===== config.mk =====
export PLATFORM = sky130hd
export DESIGN_NAME = bus_coherence_ctrl_flat
export DESIGN_NICKNAME = d
export VERILOG_FILES = /design/src/rtl/bus_coherence_ctrl_if.sv /design/src/rtl/bus_coherence_ctrl.sv /design/src/flat_wrapper.sv
export SDC_FILE = /design/constraint.sdc
export NUM_CORES = 1
export LEC_CHECK = 0
export CAP_MARGIN = 20
export CORE_AREA = 2 2 130 132
export DETAILED_ROUTE_END_ITERATION = 12
export DIE_AREA = 0 0 132 134
export PLACE_DENSITY_LB_ADDON = 0.3
export SYNTH_ARGS = -nofsm -noshare
export SYNTH_HDL_FRONTEND = slang
export SYNTH_SLANG_ARGS = --single-unit

===== constraint.sdc =====
create_clock -name CLK -period 3.15 [get_ports CLK]
set_input_delay 0.315 -clock CLK [delete_from_list [all_inputs] [get_ports CLK]]
set_output_delay 0.315 -clock CLK [all_outputs]
set_load 0.005 [all_outputs]

===== src/rtl/bus_coherence_ctrl_if.sv =====
// bus_coherence_ctrl_if: dcache, snoop and RAM signals between two dcaches, the coherence controller and RAM
interface bus_coherence_ctrl_if;
  logic [1:0] dREN, dWEN, snoopdirty, dwait, ccwait, ccwrite;
  logic [1:0][31:0] daddr, dstore, ccsnoopaddr;
  logic [31:0] dload, ramaddr, ramstore, ramload;
  logic ramREN, ramWEN;
  logic [1:0] ramstate;
  modport master (
    input dREN, dWEN, daddr, dstore, snoopdirty, ramload, ramstate,
    output dwait, dload, ccwait, ccwrite, ccsnoopaddr, ramREN, ramWEN, ramaddr, ramstore
  );
  modport slave (
    output dREN, dWEN, daddr, dstore, snoopdirty, ramload, ramstate,
    input dwait, dload, ccwait, ccwrite, ccsnoopaddr, ramREN, ramWEN, ramaddr, ramstore
  );
endinterface


===== src/rtl/bus_coherence_ctrl.sv =====
// bus_coherence_ctrl: two-core snooping arbiter; snoops the other dcache on read misses and forces dirty writebacks
module bus_coherence_ctrl (
  input logic CLK,
  input logic nRST,
  bus_coherence_ctrl_if.master bus
);
  typedef enum logic [1:0] {IDLE, SNOOP, SNWB, XFER} state_t;
  state_t state, state_n;
  logic owner, owner_n, lastgrant, lastgrant_n, snooped, snooped_n, wbcount, wbcount_n;
  logic other, access;
  logic [1:0] req, dwait, ccwait, ccwrite;
  logic [1:0][31:0] ccsnoopaddr;
  logic ram_ren, ram_wen;
  logic [31:0] ram_addr, ram_store;
  assign req = bus.dREN | bus.dWEN;
  assign other = ~owner;
  assign access = bus.ramstate == 2'd2;
  assign bus.dload = bus.ramload;
  assign bus.dwait = dwait;
  assign bus.ccwait = ccwait;
  assign bus.ccwrite = ccwrite;
  assign bus.ccsnoopaddr = ccsnoopaddr;
  assign bus.ramREN = ram_ren;
  assign bus.ramWEN = ram_wen;
  assign bus.ramaddr = ram_addr;
  assign bus.ramstore = ram_store;
  // state, grant and snoop bookkeeping registers
  always_ff @(posedge CLK or negedge nRST) begin
    if (!nRST) begin
      state <= IDLE;
      owner <= 1'b0;
      lastgrant <= 1'b1;
      snooped <= 1'b0;
      wbcount <= 1'b0;
    end else begin
      state <= state_n;
      owner <= owner_n;
      lastgrant <= lastgrant_n;
      snooped <= snooped_n;
      wbcount <= wbcount_n;
    end
  end
  // arbitration, snoop sequencing and RAM routing; every output decoded from state
  always_comb begin
    state_n = state;
    owner_n = owner;
    lastgrant_n = lastgrant;
    snooped_n = snooped;
    wbcount_n = wbcount;
    dwait = 2'b11;
    ccwait = 2'b00;
    ccwrite = 2'b00;
    ccsnoopaddr = '0;
    ram_ren = 1'b0;
    ram_wen = 1'b0;
    ram_addr = '0;
    ram_store = '0;
    case (state)
      IDLE: begin
        snooped_n = 1'b0;
        wbcount_n = 1'b0;
        if (|req) begin
          owner_n = req == 2'b01 ? 1'b0 : req == 2'b10 ? 1'b1 : ~lastgrant;
          state_n = bus.dREN[owner_n] & ~bus.dWEN[owner_n] ? SNOOP : XFER;
        end
      end
      SNOOP: begin
        ccwait[other] = 1'b1;
        ccsnoopaddr[other] = bus.daddr[owner];
        snooped_n = 1'b1;
        state_n = bus.snoopdirty[other] ? SNWB : XFER;
      end
      SNWB: begin
        ccwait[other] = 1'b1;
        ccwrite[other] = 1'b1;
        ram_wen = bus.dWEN[other];
        ram_addr = bus.daddr[other];
        ram_store = bus.dstore[other];
        dwait[other] = ~access;
        if (access) begin
          wbcount_n = ~wbcount;
          state_n = wbcount ? XFER : SNWB;
        end
      end
      XFER: begin
        if (bus.dREN[owner] & ~bus.dWEN[owner] & ~snooped) begin
          state_n = SNOOP;
        end else if (!req[owner]) begin
          state_n = IDLE;
          lastgrant_n = owner;
        end else begin
          ram_ren = bus.dREN[owner] & ~bus.dWEN[owner];
          ram_wen = bus.dWEN[owner];
          ram_addr = bus.daddr[owner];
          ram_store = bus.dstore[owner];
          dwait[owner] = ~access;
        end
      end
      default: state_n = IDLE;
    endcase
  end
endmodule


===== src/flat_wrapper.sv =====
// flat-port wrapper written by rule: the top's interface ports become plain ports
module bus_coherence_ctrl_flat 
  (CLK, nRST, bus_dREN, bus_dWEN, bus_daddr, bus_dstore, bus_snoopdirty, bus_ramload, bus_ramstate, bus_dwait, bus_dload, bus_ccwait, bus_ccwrite, bus_ccsnoopaddr, bus_ramREN, bus_ramWEN, bus_ramaddr, bus_ramstore);
  bus_coherence_ctrl_if bus_i ();
  input logic CLK;
  input logic nRST;
  input wire logic [$bits(bus_i.dREN)-1:0] bus_dREN;
  input wire logic [$bits(bus_i.dWEN)-1:0] bus_dWEN;
  input wire logic [$bits(bus_i.daddr)-1:0] bus_daddr;
  input wire logic [$bits(bus_i.dstore)-1:0] bus_dstore;
  input wire logic [$bits(bus_i.snoopdirty)-1:0] bus_snoopdirty;
  input wire logic [$bits(bus_i.ramload)-1:0] bus_ramload;
  input wire logic [$bits(bus_i.ramstate)-1:0] bus_ramstate;
  output wire logic [$bits(bus_i.dwait)-1:0] bus_dwait;
  output wire logic [$bits(bus_i.dload)-1:0] bus_dload;
  output wire logic [$bits(bus_i.ccwait)-1:0] bus_ccwait;
  output wire logic [$bits(bus_i.ccwrite)-1:0] bus_ccwrite;
  output wire logic [$bits(bus_i.ccsnoopaddr)-1:0] bus_ccsnoopaddr;
  output wire logic [$bits(bus_i.ramREN)-1:0] bus_ramREN;
  output wire logic [$bits(bus_i.ramWEN)-1:0] bus_ramWEN;
  output wire logic [$bits(bus_i.ramaddr)-1:0] bus_ramaddr;
  output wire logic [$bits(bus_i.ramstore)-1:0] bus_ramstore;
  assign bus_i.dREN = bus_dREN;
  assign bus_i.dWEN = bus_dWEN;
  assign bus_i.daddr = bus_daddr;
  assign bus_i.dstore = bus_dstore;
  assign bus_i.snoopdirty = bus_snoopdirty;
  assign bus_i.ramload = bus_ramload;
  assign bus_i.ramstate = bus_ramstate;
  assign bus_dwait = bus_i.dwait;
  assign bus_dload = bus_i.dload;
  assign bus_ccwait = bus_i.ccwait;
  assign bus_ccwrite = bus_i.ccwrite;
  assign bus_ccsnoopaddr = bus_i.ccsnoopaddr;
  assign bus_ramREN = bus_i.ramREN;
  assign bus_ramWEN = bus_i.ramWEN;
  assign bus_ramaddr = bus_i.ramaddr;
  assign bus_ramstore = bus_i.ramstore;
  bus_coherence_ctrl u_core (.CLK(CLK), .nRST(nRST), .bus(bus_i));
endmodule

After elaboration in Yosys (flattened, before gate mapping)
Index checks and enable logic that the tools add are counted.
{"block": "word_totals", "wordCells": 107, "regBits": 6}
{"block": "classes", "n_mux": 59, "bitwise": 18, "reduce_logical": 11, "magnitude_cmp": 5, "eq_ne": 9}
{"operator": "$mux W32", "count": 13}
{"operator": "$pmux W32 S2", "count": 2}
{"operator": "$and A64 B64 Y64", "count": 1}
{"operator": "$mux W64", "count": 1}
{"operator": "$demux W32 S1", "count": 1}
{"operator": "$mux W1", "count": 26}
{"operator": "$mux W2", "count": 9}
{"operator": "$not A1 Y1", "count": 9}
{"operator": "$eq A2 B2 Y1 const B", "count": 4}
{"operator": "$pmux W2 S4", "count": 1}
{"operator": "$lt A1 B2 Y1 const B", "count": 3}
{"operator": "$or A2 B2 Y2", "count": 3}
{"operator": "$pmux W1 S2", "count": 3}
{"operator": "$reduce_and A3 Y1", "count": 2}
{"operator": "$eq A2 B1 Y1 const B", "count": 2}
{"operator": "$ne A2 B1 Y1 const B", "count": 2}
{"operator": "$not A2 Y2", "count": 2}
{"operator": "$pmux W2 S2", "count": 1}
{"operator": "$reduce_and A2 Y1", "count": 2}
{"operator": "$reduce_bool A2 Y1", "count": 2}
{"operator": "$reduce_or A2 Y1", "count": 2}
{"operator": "$and A1 B1 Y1", "count": 3}
{"operator": "$ne A3 B2 Y1 const B", "count": 1}
{"operator": "$demux W1 S1", "count": 2}
{"operator": "3 further kinds", "count": 5}

Logic depth before layout (Yosys ltp)
Gate-level depths: netlist of the first run.
{"block": "depth", "word_depth": 11, "depth_mapped": 8, "ltp_nobuf": 5}

Worst setup path before layout of the first run
No wires, ideal clock.
{"block": "synth_path", "kind": "register to output", "from": "reg u_core.owner", "to": "out bus_ramaddr[10]", "path_stages_with_launch": 9, "n_path_buf": 3, "required_ns": 2.835, "t_arrival_ns": 1.817, "setup_slack_ns": 1.018, "cell_sequence": "dfrtp_1 > buf_2 > or4b_4 > o311ai_4 > a21oi_2 > buf_2 > buf_6 > a221oi_1 > a21oi_1"}
{"block": "synth_via", "elab_chain_cells": 7, "elab_cells_between_ends": 16, "classes_between": "mux: 13; bitwise: 3"}
{"item": "start: declaration", "line_no": "bus_coherence_ctrl.sv:9", "rtl": "logic owner, owner_n, lastgrant, lastgrant_n, snooped, snooped_n, wbcount, wbcount_n;"}
{"item": "start signal: assignment", "line_no": "bus_coherence_ctrl.sv:37", "rtl": "owner <= owner_n;"}
{"item": "$mux W1 (not written as such) (2 in a row)", "line_no": "bus_coherence_ctrl.sv:86", "rtl": "if (bus.dREN[owner] & ~bus.dWEN[owner] & ~snooped) begin"}
{"item": "$not A1 Y1", "line_no": "bus_coherence_ctrl.sv:86"}
{"item": "$and A1 B1 Y1 (2 in a row)", "line_no": "bus_coherence_ctrl.sv:86"}
{"item": "$mux W32", "line_no": "bus_coherence_ctrl.sv:86"}
{"item": "$pmux W32 S2 *", "line_no": "bus_coherence_ctrl.sv:58", "rtl": "case (state)"}
{"item": "end: declaration", "line_no": "flat_wrapper.sv:21", "rtl": "output wire logic [$bits(bus_i.ramaddr)-1:0] bus_ramaddr;"}
Mark *: on every way between the ends. The rest lies on a longest branch, timed or not. The select of a mux whose other input is x is not followed.

Worst setup path after layout of the first run
{"block": "layout_path", "from": "in bus_dWEN[0]", "to": "out bus_ramaddr[26]"}
{"block": "layout_via", "elab_chain_cells": 7, "elab_cells_between_ends": 11, "classes_between": "mux: 7; bitwise: 4"}
{"item": "start: declaration", "line_no": "flat_wrapper.sv:8", "rtl": "input wire logic [$bits(bus_i.dWEN)-1:0] bus_dWEN;"}
{"item": "$mux W1 (not written as such) (2 in a row)", "line_no": "bus_coherence_ctrl.sv:86"}
{"item": "$not A1 Y1", "line_no": "bus_coherence_ctrl.sv:86"}
{"item": "$and A1 B1 Y1 (2 in a row)", "line_no": "bus_coherence_ctrl.sv:86"}
{"item": "$mux W32 *", "line_no": "bus_coherence_ctrl.sv:86"}
{"item": "$pmux W32 S2 *", "line_no": "bus_coherence_ctrl.sv:58"}
Marked as above.

==> reports/results.ini, run 1 <==
[clock_tree]
clock_sinks = 6
cts_buffers = 3
path_clk_slew_ns = 0.04
htreeDepth = 1
cts_resized = 0
root_buffer = clkbuf_16
cts_buffer_depth = 2
clkLatencyLatePin_ns = 0.23
cts_tree = yes

[grt]
grt_start_max_net_pins = 76
grt_usage_pct = 12.98
overflow = 0
grt_pass1_wl_um = 19010
grt_pass1_vias = 3487
grt_antenna_before_repair = 0

[critical_path]
critPathMaxFanout = 9
reg2reg_depth = 5
cp-start-kind = primary input
slowest_delay_ns = 0.57
cp_cell_sequence = clkdlybuf4s50_1 > or4b_4 > o311ai_4 > a21oi_4 > buf_12 > buf_4 > a221oi_1 > a21oi_1 > clkdlybuf4s50_1
crit_type = in2out
cp_data_required_time_ns = 2.83
crit_path_top_delay_cell = or4b_4
cp-end-kind = output pin
cp.arrival_ns = 2.71
crit_top_cell = clkdlybuf4s50_1

[drt]
route.detailed.drc = 0
drt_wl_total_um = 12580
first_pass_iters = 4
drt_iter0_drc = 126
antenna_left = 0
via_count = 3672
wl_met3_um = 1097
wire_per_inst_um = 16.11
dr.max_layer_used = met4
dr_wl_met2_um = 6418
met1Wirelength_um = 4951
viasPerCell = 4.702

[floorplanning]
core_area_um2 = 16290
rows = 47
ios = 338
die_h_um = 134
dieArea_um2 = 17690
start_util_pct = 14.69
die_x_um = 132

[logic_synthesis]
synthCells = 340
synth_seq_cells = 6
synth_fp_nets = 515
avgSynthCellArea_um2 = 7.040
synth_area_um2 = 2394
ys_seq_area_share_pct = 6.325
ys_warn_count = 0
ys_types = 38

[sta]
slew_headroom_pct = 54.83
setup_viol = 0
finalHoldViolations = 0
setup_slack_ns = 0.1269
final-max-slew-violation-count = 0
worst_slew_pin_slew_ns = 0.6775
rsz0062_at_grt = no
post-route-min-period_ns = 3.023
fin_setup_tns_ns = 0
skew_ns = 0.005616
min_period_over_period_pct = 95.97
fmax_mhz = 330.8

[final_layout]
fillCellCount = 1747
final_common_cell = clkdlybuf4s50_1
syn2layout_area_growth_pct = 119.3
layout-drive-gt1-share_pct = 5.348
final_cell_mix = clkdlybuf4s50_1, a21oi_1, a22o_1, and3_1
antenna_cells = 0
nNetsFinal = 737

[status]
status = finished clean

[power_and_ir_drop]
p_per_area_nw_per_um2 = 774.8
peakVddDrop_v = 0.0003358
p_leak_uw = 0.001985

[placed_design]
dpl.hpwl_um = 10220
dp_slack_ns = 0.09481
io_buffers = 273
place.gp.congestion = 0.7943

[run]
drv_cap = 0

[min_path]
hold_path.class = in2async

==> kinds of logic (layout without fill, tap and decap cells) <==
kind of cell	Yosys count	after routing	synth area share, %
AOI/OAI and AO/OA	154	154	48.20
xor gates and xnor gates	1	1	0.3660
adders and majority gates	5	5	2.614
buffers and inverters	82	303	19.13
DFF	6	6	6.325
muxes	3	3	1.359
and+or+nand+nor	89	89	22.01
==> flip-flops by register name (all words and copies together) (netlist names) <==
| register | count |
|---|---|
| u_core.state | 2 |
| u_core.lastgrant | 1 |
| u_core.owner | 1 |
| u_core.snooped | 1 |
| u_core.wbcount | 1 |
==> layout make-up <==
class	count	area (µm²)	area share, %
repair buffers	290	2905	55.34
multi-input cells	252	1804	34.37
well taps	220	275.3	5.243
flip-flops and latches	6	152.6	2.908
clock buffers	4	78.83	1.501
inverters	9	33.78	0.6435
==> per-layer routing <==
layer	global-route usage (%)	vias up
met5	0	-
met4	2.114	0
met3	2.834	12
met2	24.68	212
met1	15.06	1716
li1	-	1732
==> critical path, delay by kind of cell <==
kind	cells	cell delay (ns)
buffers and inverters	4	1.26
AOI/OAI and AO/OA	4	0.56
and+or+nand+nor	1	0.57
==> power by group <==
group	internal (µW)	leakage, µW	switching (µW)
Sequential	117	0.0000708	54.2
Clock	168	0.0000382	47.5
Combinational	2080	0.00188	1600
Total	2370	0.00199	1700
==> cells in the mapped netlist (all sizes together) <==
library cell | n | share of area, %
a221oi | 33 | 12
mux2 | 2 | 0.94
dfrtp | 5 | 5.2
o211ai | 1 | 0.31
nor2b | 2 | 0.52
nor4 | 1 | 0.26
o31ai | 3 | 0.94
ha | 5 | 2.6
nand2b | 2 | 0.52
xnor2 | 1 | 0.37
dfstp | 1 | 1.1
o311ai | 1 | 1.1
a22o | 34 | 12
o22ai | 1 | 0.26
nand2 | 10 | 1.6
mux2i | 1 | 0.42
o21ai | 10 | 2.1
inv | 9 | 1.4
a21oi | 36 | 7.7
or4b | 1 | 0.57
a21o | 1 | 0.31
clkbuf | 30 | 4.7
nand3 | 1 | 0.21
a221o | 1 | 0.42
nor3b | 1 | 0.31
buf | 43 | 13
and3 | 33 | 8.6
a31oi | 1 | 0.26
nor3 | 2 | 0.42
and2 | 32 | 8.4
a22oi | 32 | 10
nor2 | 4 | 0.63
==> path summary, 6_finish.rpt <==
kind,start,end,slack [ns]
setup / recovery,bus_dWEN[0],bus_ramaddr[26],0.13
hold / removal,nRST,u_core.wbcount$_DFFE_PN0P_,0.35
setup reg to reg,u_core.state[0]$_DFFE_PN0P_,u_core.state[1]$_DFFE_PN0P_,1.04
hold reg to reg,u_core.lastgrant$_DFFE_PN1P_,u_core.lastgrant$_DFFE_PN1P_,0.51
max in group asynchronous,nRST,u_core.lastgrant$_DFFE_PN1P_,2.51
min in group CLK,u_core.lastgrant$_DFFE_PN1P_,u_core.lastgrant$_DFFE_PN1P_,0.51
==> metrics by stage <==
stage | util [%] | std cells | hold WS [ns] | area, µm² | power [µW]
finish | 32.23 | 781 | 0.3519 | 5250 | 4068
global route | 32.23 | 781 | 0.3853 | 5250 | 4409
CTS | 32.01 | 778 | 0.3614 | 5215 | 4099
detailed placement | 31.53 | 774 | 0.4955 | 5136 | 3871
global placement | 31.36 | 773 | 0.4916 | 5109 | 3792
floorplan | - | 340 | 0.01941 | 2394 | 1857
==> repair_timing <==
item,4_1_cts,5_1_grt
hold buffers,0,0
setup endpoints to repair,0,27
buffers inserted,0,3
endpoints found under the hold margin,0,0
No activity file was read; power rests on OpenSTA's default activity.
==> run 2: changes to the inputs <==
--- a/config.mk
+++ b/config.mk
@@ -6,10 +6,11 @@
 export NUM_CORES = 1
 export LEC_CHECK = 0
 export CAP_MARGIN = 20
-export CORE_AREA = 2 2 130 132
+export CORE_AREA = 2 2 131 133
 export DETAILED_ROUTE_END_ITERATION = 12
-export DIE_AREA = 0 0 132 134
+export DIE_AREA = 0 0 133 135
 export PLACE_DENSITY_LB_ADDON = 0.3
+export SLEW_MARGIN = 20
 export SYNTH_ARGS = -nofsm -noshare
 export SYNTH_HDL_FRONTEND = slang
 export SYNTH_SLANG_ARGS = --single-unit
==> constraint.sdc (replaced) <==
create_clock -name CLK -period 2.8 [get_ports CLK]
set_input_delay 0.28 -clock CLK [delete_from_list [all_inputs] [get_ports CLK]]
set_output_delay 0.28 -clock CLK [all_outputs]
set_load 0.005 [all_outputs]
==> reports/results.ini, run 2 (synthesis results as in run 1) <==
[drt]
wire_per_inst_um = 17.24  ; +7.0%
antenna_left = 0  ; unchanged
drt_iter0_drc = 160  ; +27%
viasPerCell = 4.686  ; -0.33%
route.detailed.drc = 0  ; unchanged
first_pass_iters = 5  ; +1
drt_wl_total_um = 13670  ; +8.7%
via_count = 3716  ; +1.2%

[clock_tree]
htreeDepth = 1  ; unchanged
cts_buffers = 3  ; unchanged
clock_sinks = 6  ; unchanged
cts_tree = yes
cts_buffer_depth = 2  ; unchanged
clkLatencyLatePin_ns = 0.23  ; about the same
root_buffer = clkbuf_16
path_clk_slew_ns = 0.04  ; about the same

[power_and_ir_drop]
p_leak_uw = 0.002197  ; +11%
power_frac_comb_pct = 91.2  ; +0.7 points
swShare_pct = 43.24  ; +1.4 points
seqPwrFrac_pct = 3.6  ; -0.6 points
p_switching_uw = 2022  ; +19%
p_per_area_nw_per_um2 = 860.6  ; +11%
p_int_uw = 2654  ; +12%
clkPwrFrac_pct = 5.1  ; -0.2 points
total_power_uw = 4676  ; +15%
peakVddDrop_v = 0.0005049  ; +50%

[sta]
fin_setup_tns_ns = 0  ; unchanged
fmax_mhz = 359.4
worst_slew_pin_slew_ns = 0.5557  ; -0.1218 ns
post-route-min-period_ns = 2.783
rsz0062_at_grt = yes
setup_viol = 0  ; unchanged
min_period_over_period_pct = 99.38
setup_slack_ns = 0.01728  ; -0.1096 ns
skew_ns = 0.007167  ; +0.001551 ns
slew_headroom_pct = 62.95  ; +8.1 points
finalHoldViolations = 0  ; unchanged
final-max-slew-violation-count = 0  ; unchanged

[critical_path]
cp_data_required_time_ns = 2.52  ; -0.31 ns
cp.arrival_ns = 2.50  ; -0.21 ns
cp_cell_sequence = clkdlybuf4s50_1 > or4b_4 > o311ai_4 > a21oi_4 > buf_12 > buf_12 > a221oi_1 > a21oi_1 > dlygate4sd2_1
crit_path_top_delay_cell = or4b_4
slowest_delay_ns = 0.56  ; about the same
cp-end-kind = output pin
crit_type = in2out
crit_top_cell = buf_12
critPathMaxFanout = 9  ; unchanged
cp-start-kind = primary input

[min_path]
hold_path.class = in2async

[final_layout]
antenna_cells = 0  ; unchanged
syn2layout_area_growth_pct = 127.0
nNetsFinal = 749  ; +1.6%
final_cell_mix = clkdlybuf4s50_1, a21oi_1, a22o_1, and3_1
layout-drive-gt1-share_pct = 10.12  ; +4.8 points
final_common_cell = clkdlybuf4s50_1
largest_register_ffs = 2  ; unchanged
final_area_um2 = 5433  ; +3.5%
largest-register = u_core.state

[floorplanning]
die_h_um = 135  ; +0.75%
die_x_um = 133  ; +0.76%
ios = 338  ; unchanged
dieArea_um2 = 17960  ; +1.5%
start_util_pct = 14.59  ; -0.11 points
rows = 47  ; unchanged
core_area_um2 = 16410  ; +0.72%

[grt]
grt_start_max_net_pins = 63  ; -17%
overflow = 0  ; unchanged
grt_antenna_before_repair = 0  ; unchanged
grt_usage_pct = 13.60  ; +0.62 points
grt_pass1_vias = 3536  ; +1.4%
grt_pass1_wl_um = 19830  ; +4.3%

[placed_design]
post_dp_cell_area_um2 = 5221  ; +1.7%
io_buffers = 273  ; unchanged
dp_slack_ns = -0.1439  ; -0.2387 ns
dpl.hpwl_um = 10870  ; +6.3%
place.gp.congestion = 0.8307  ; +4.6%

[status]
status = finished clean

[run]
drv_cap = 0  ; unchanged

==> run 2: area by class of cell <==
| cell class | count | area [µm²] |
|---|---|---|
| inverters | 9 | 33.78 |
| repair buffers | 302 | 3025 |
| flip-flops and latches | 6 | 152.6 |
| multi-input cells | 252 | 1867 |
| fillers | 1668 | 10970 |
| clock buffers | 4 | 78.83 |
| well taps | 220 | 275.3 |
==> run 2: timing repair <==
item | in CTS | in global routing
buffers inserted | 1 | 3
resized for setup | 29 | 33
hold buffers | 0 | 0
setup endpoints to repair | 28 | 9
cloned | 1 | 1
==> run 2: worst max-delay path, delay by kind of cell <==
family          cells  cell delay, ns
compound gates      4            0.57
buf+inv             4            1.08
simple gates        1            0.56
==> run 2: per-stage QoR <==
stage,std cells,utilization [%],hold slack [ns]
floorplan,340,-,-0.01559
global placement,783,31.82,0.4801
detailed placement,783,31.82,0.5025
CTS,789,32.38,0.3172
global route,793,33.11,0.3261
finish,793,33.11,0.3063
==> run 2: layer usage <==
metal	vias up	GRT usage (%)	wire, µm
met1	1719	15.30	5272
met5	-	0	0
met2	227	26.89	7226
li1	1756	-	-
met4	0	2.091	95
met3	14	2.515	1075
==> run 2: power groups by stage <==
| stage | clock network [µW] | logic (µW) | registers, µW |
|---|---|---|---|
| after global routing | 250 | 4620 | 179 |
| after CTS | 243 | 4210 | 171 |
| after floorplan | 0 | 1930 | 163 |
| after detailed placement | 0 | 4300 | 171 |
| final | 240 | 4270 | 170 |
| after global placement | 0 | 4260 | 169 |
==> run 2: worst paths after layout <==
check | from | endpoint | slack [ns] | cells past startpoint
worst max-delay path | bus_dWEN[0] | bus_ramaddr[17] | 0.02 | 9
worst min-delay path | nRST | u_core.snooped$_DFFE_PN0P_ | 0.31 | 1
worst max register to register | u_core.owner$_DFFE_PN0P_ | u_core.state[1]$_DFFE_PN0P_ | 0.62 | 6
worst min register to register | u_core.lastgrant$_DFFE_PN1P_ | u_core.lastgrant$_DFFE_PN1P_ | 0.51 | 2
max in group asynchronous | nRST | u_core.lastgrant$_DFFE_PN1P_ | 2.20 | 1
min in group CLK | u_core.lastgrant$_DFFE_PN1P_ | u_core.lastgrant$_DFFE_PN1P_ | 0.51 | 2
==> run 3: changes to the inputs <==
--- a/config.mk
+++ b/config.mk
@@ -7,6 +7,7 @@
 export LEC_CHECK = 0
 export CAP_MARGIN = 20
 export CORE_AREA = 2 2 131 133
+export CTS_BUF_LIST = sky130_fd_sc_hd__clkbuf_4 sky130_fd_sc_hd__clkbuf_8 sky130_fd_sc_hd__clkbuf_16
 export DETAILED_ROUTE_END_ITERATION = 12
 export DIE_AREA = 0 0 133 135
 export PLACE_DENSITY_LB_ADDON = 0.3
==> reports/results.ini, run 3 (synthesis results as in run 1) <==
[status]
status = finished clean

[clock_tree]
ctsHoldBuffers = 0  ; unchanged
root_buffer = clkbuf_16
clock_sinks = 6  ; unchanged
path_clk_slew_ns = 0.04  ; about the same
cts_buffers = 3  ; unchanged
cts_buffer_depth = 2  ; unchanged
cts_tree = yes
htreeDepth = 1  ; unchanged
clkLatencyLatePin_ns = 0.23  ; about the same

[grt]
grt_usage_pct = 13.60  ; unchanged
grt_antenna_before_repair = 0  ; unchanged
grt_start_max_net_pins = 63  ; unchanged
grt_pass1_wl_um = 19830  ; unchanged
overflow = 0  ; unchanged
grt_pass1_vias = 3536  ; unchanged

[floorplanning]
ios = 338  ; unchanged
start_util_pct = 14.59  ; unchanged
die_x_um = 133  ; unchanged
core_area_um2 = 16410  ; unchanged
die_h_um = 135  ; unchanged
dieArea_um2 = 17960  ; unchanged
rows = 47  ; unchanged

[critical_path]
cp.arrival_ns = 2.50  ; about the same
reg2reg_depth = 6  ; unchanged
cp_data_required_time_ns = 2.52  ; about the same
crit_path_top_delay_cell = or4b_4
crit_type = in2out
cp_cell_sequence = clkdlybuf4s50_1 > or4b_4 > o311ai_4 > a21oi_4 > buf_12 > buf_12 > a221oi_1 > a21oi_1 > dlygate4sd2_1
r2r-end = u_core.state[1]$_DFFE_PN0P_
critPathMaxFanout = 9  ; unchanged
cp-end-kind = output pin
cp-start-kind = primary input
crit_top_cell = buf_12
r2r_slack_ns = 0.62  ; about the same
r2r-start = u_core.owner$_DFFE_PN0P_
slowest_delay_ns = 0.56  ; about the same

[final_layout]
fillCellCount = 1666  ; -0.12%
largest_register_ffs = 2  ; unchanged
final_cell_mix = clkdlybuf4s50_1, a21oi_1, a22o_1, and3_1
nNetsFinal = 749  ; unchanged
final_area_um2 = 5436  ; about the same
largest-register = u_core.state
syn2layout_area_growth_pct = 127.1  ; about the same
layout-drive-gt1-share_pct = 10.30  ; +0.17 points
final_common_cell = clkdlybuf4s50_1
antenna_cells = 0  ; unchanged

[sta]
rsz0062_at_grt = yes
fin_setup_tns_ns = 0  ; unchanged
post-route-min-period_ns = 2.784  ; +0.001003 ns
min_period_over_period_pct = 99.42  ; about the same
finalHoldViolations = 0  ; unchanged
skew_ns = 0.007183  ; +0.00001652 ns
setup_slack_ns = 0.01627  ; -0.001003 ns
hold_slack_ns = 0.3063  ; -0.00002000 ns
final-max-slew-violation-count = 0  ; unchanged
worst_slew_pin_slew_ns = 0.5554  ; -0.0003362 ns
setup_viol = 0  ; unchanged
fmax_mhz = 359.2  ; about the same
slew_headroom_pct = 62.97  ; about the same

[drt]
antenna_left = 0  ; unchanged
drt_wl_total_um = 13670  ; about the same
drt_iter0_drc = 160  ; unchanged
viasPerCell = 4.673  ; -0.27%
route.detailed.drc = 0  ; unchanged
via_count = 3706  ; -0.27%
wire_per_inst_um = 17.23  ; about the same
first_pass_iters = 5  ; unchanged

[power_and_ir_drop]
p_leak_uw = 0.002200  ; +0.16%
p_per_area_nw_per_um2 = 861.4  ; about the same
peakVddDrop_v = 0.0005049  ; about the same
total_power_uw = 4683  ; +0.16%

[placed_design]
post_dp_cell_area_um2 = 5221  ; unchanged
io_buffers = 273  ; unchanged
dp_slack_ns = -0.1439  ; unchanged
place.gp.congestion = 0.8307  ; unchanged
dpl.hpwl_um = 10870  ; unchanged

[min_path]
hold_path.class = in2async

[run]
drv_cap = 0  ; unchanged

[run 3: routing by layer]
metal  track usage [%]  routed length, µm  up-vias
li1                  -                  -     1756
met5                 0                  0        -
met2             26.89               7230      219
met3             2.515               1063       10
met1             15.30               5287     1721
met4             2.091                 84        0
[run 3: timing repair]
action	CTS	global route
gates cloned	1	1
setup buffers	1	3
gates resized for setup	29	33
endpoints found under the setup margin	28	9
[run 3: per-stage QoR]
| step | cells | utilization [%] |
|---|---|---|
| final | 793 | 33.14 |
| after global routing | 793 | 33.14 |
| after CTS | 789 | 32.40 |
| after detailed placement | 783 | 31.82 |
| after global placement | 783 | 31.82 |
| after floorplan | 340 | - |
[run 3: worst max-delay path by stage]
stage	start	to	slack, ns
final	bus_dWEN[0]	bus_ramaddr[17]	0.02
after global routing	bus_dWEN[0]	bus_ramaddr[10]	-0.08
after CTS	bus_dWEN[0]	bus_ramaddr[25]	-0.07
after detailed placement	bus_dWEN[0]	bus_ramaddr[6]	-0.14
after global placement	bus_dWEN[0]	bus_ramaddr[28]	-0.04
after floorplan	u_core.owner$_DFFE_PN0P_	bus_ramaddr[10]	0.70
[run 3: critical path: cells and delay by family]
family | cells | cell delay [ns]
and+or+nand+nor | 1 | 0.56
buffers and inverters | 4 | 1.08
AOI/OAI and AO/OA | 4 | 0.57
[run 3: power by group]
part,total (µW),internal [µW],switching (µW)
logic,4260,2330,1930
clock network,250,199,51.2
registers,170,132,37.7
total,4680,2660,2020
[run 3: cell type report]
cell class                      instances  area (µm²)  area share [%]
Tap cell                              220       275.3           5.063
Multi-Input combinational cell        252        1867           34.34
Inverter                                9       33.78          0.6214
Sequential cell                         6       152.6           2.808
Clock buffer                            4       82.58           1.519
Timing Repair Buffer                  302        3025           55.65
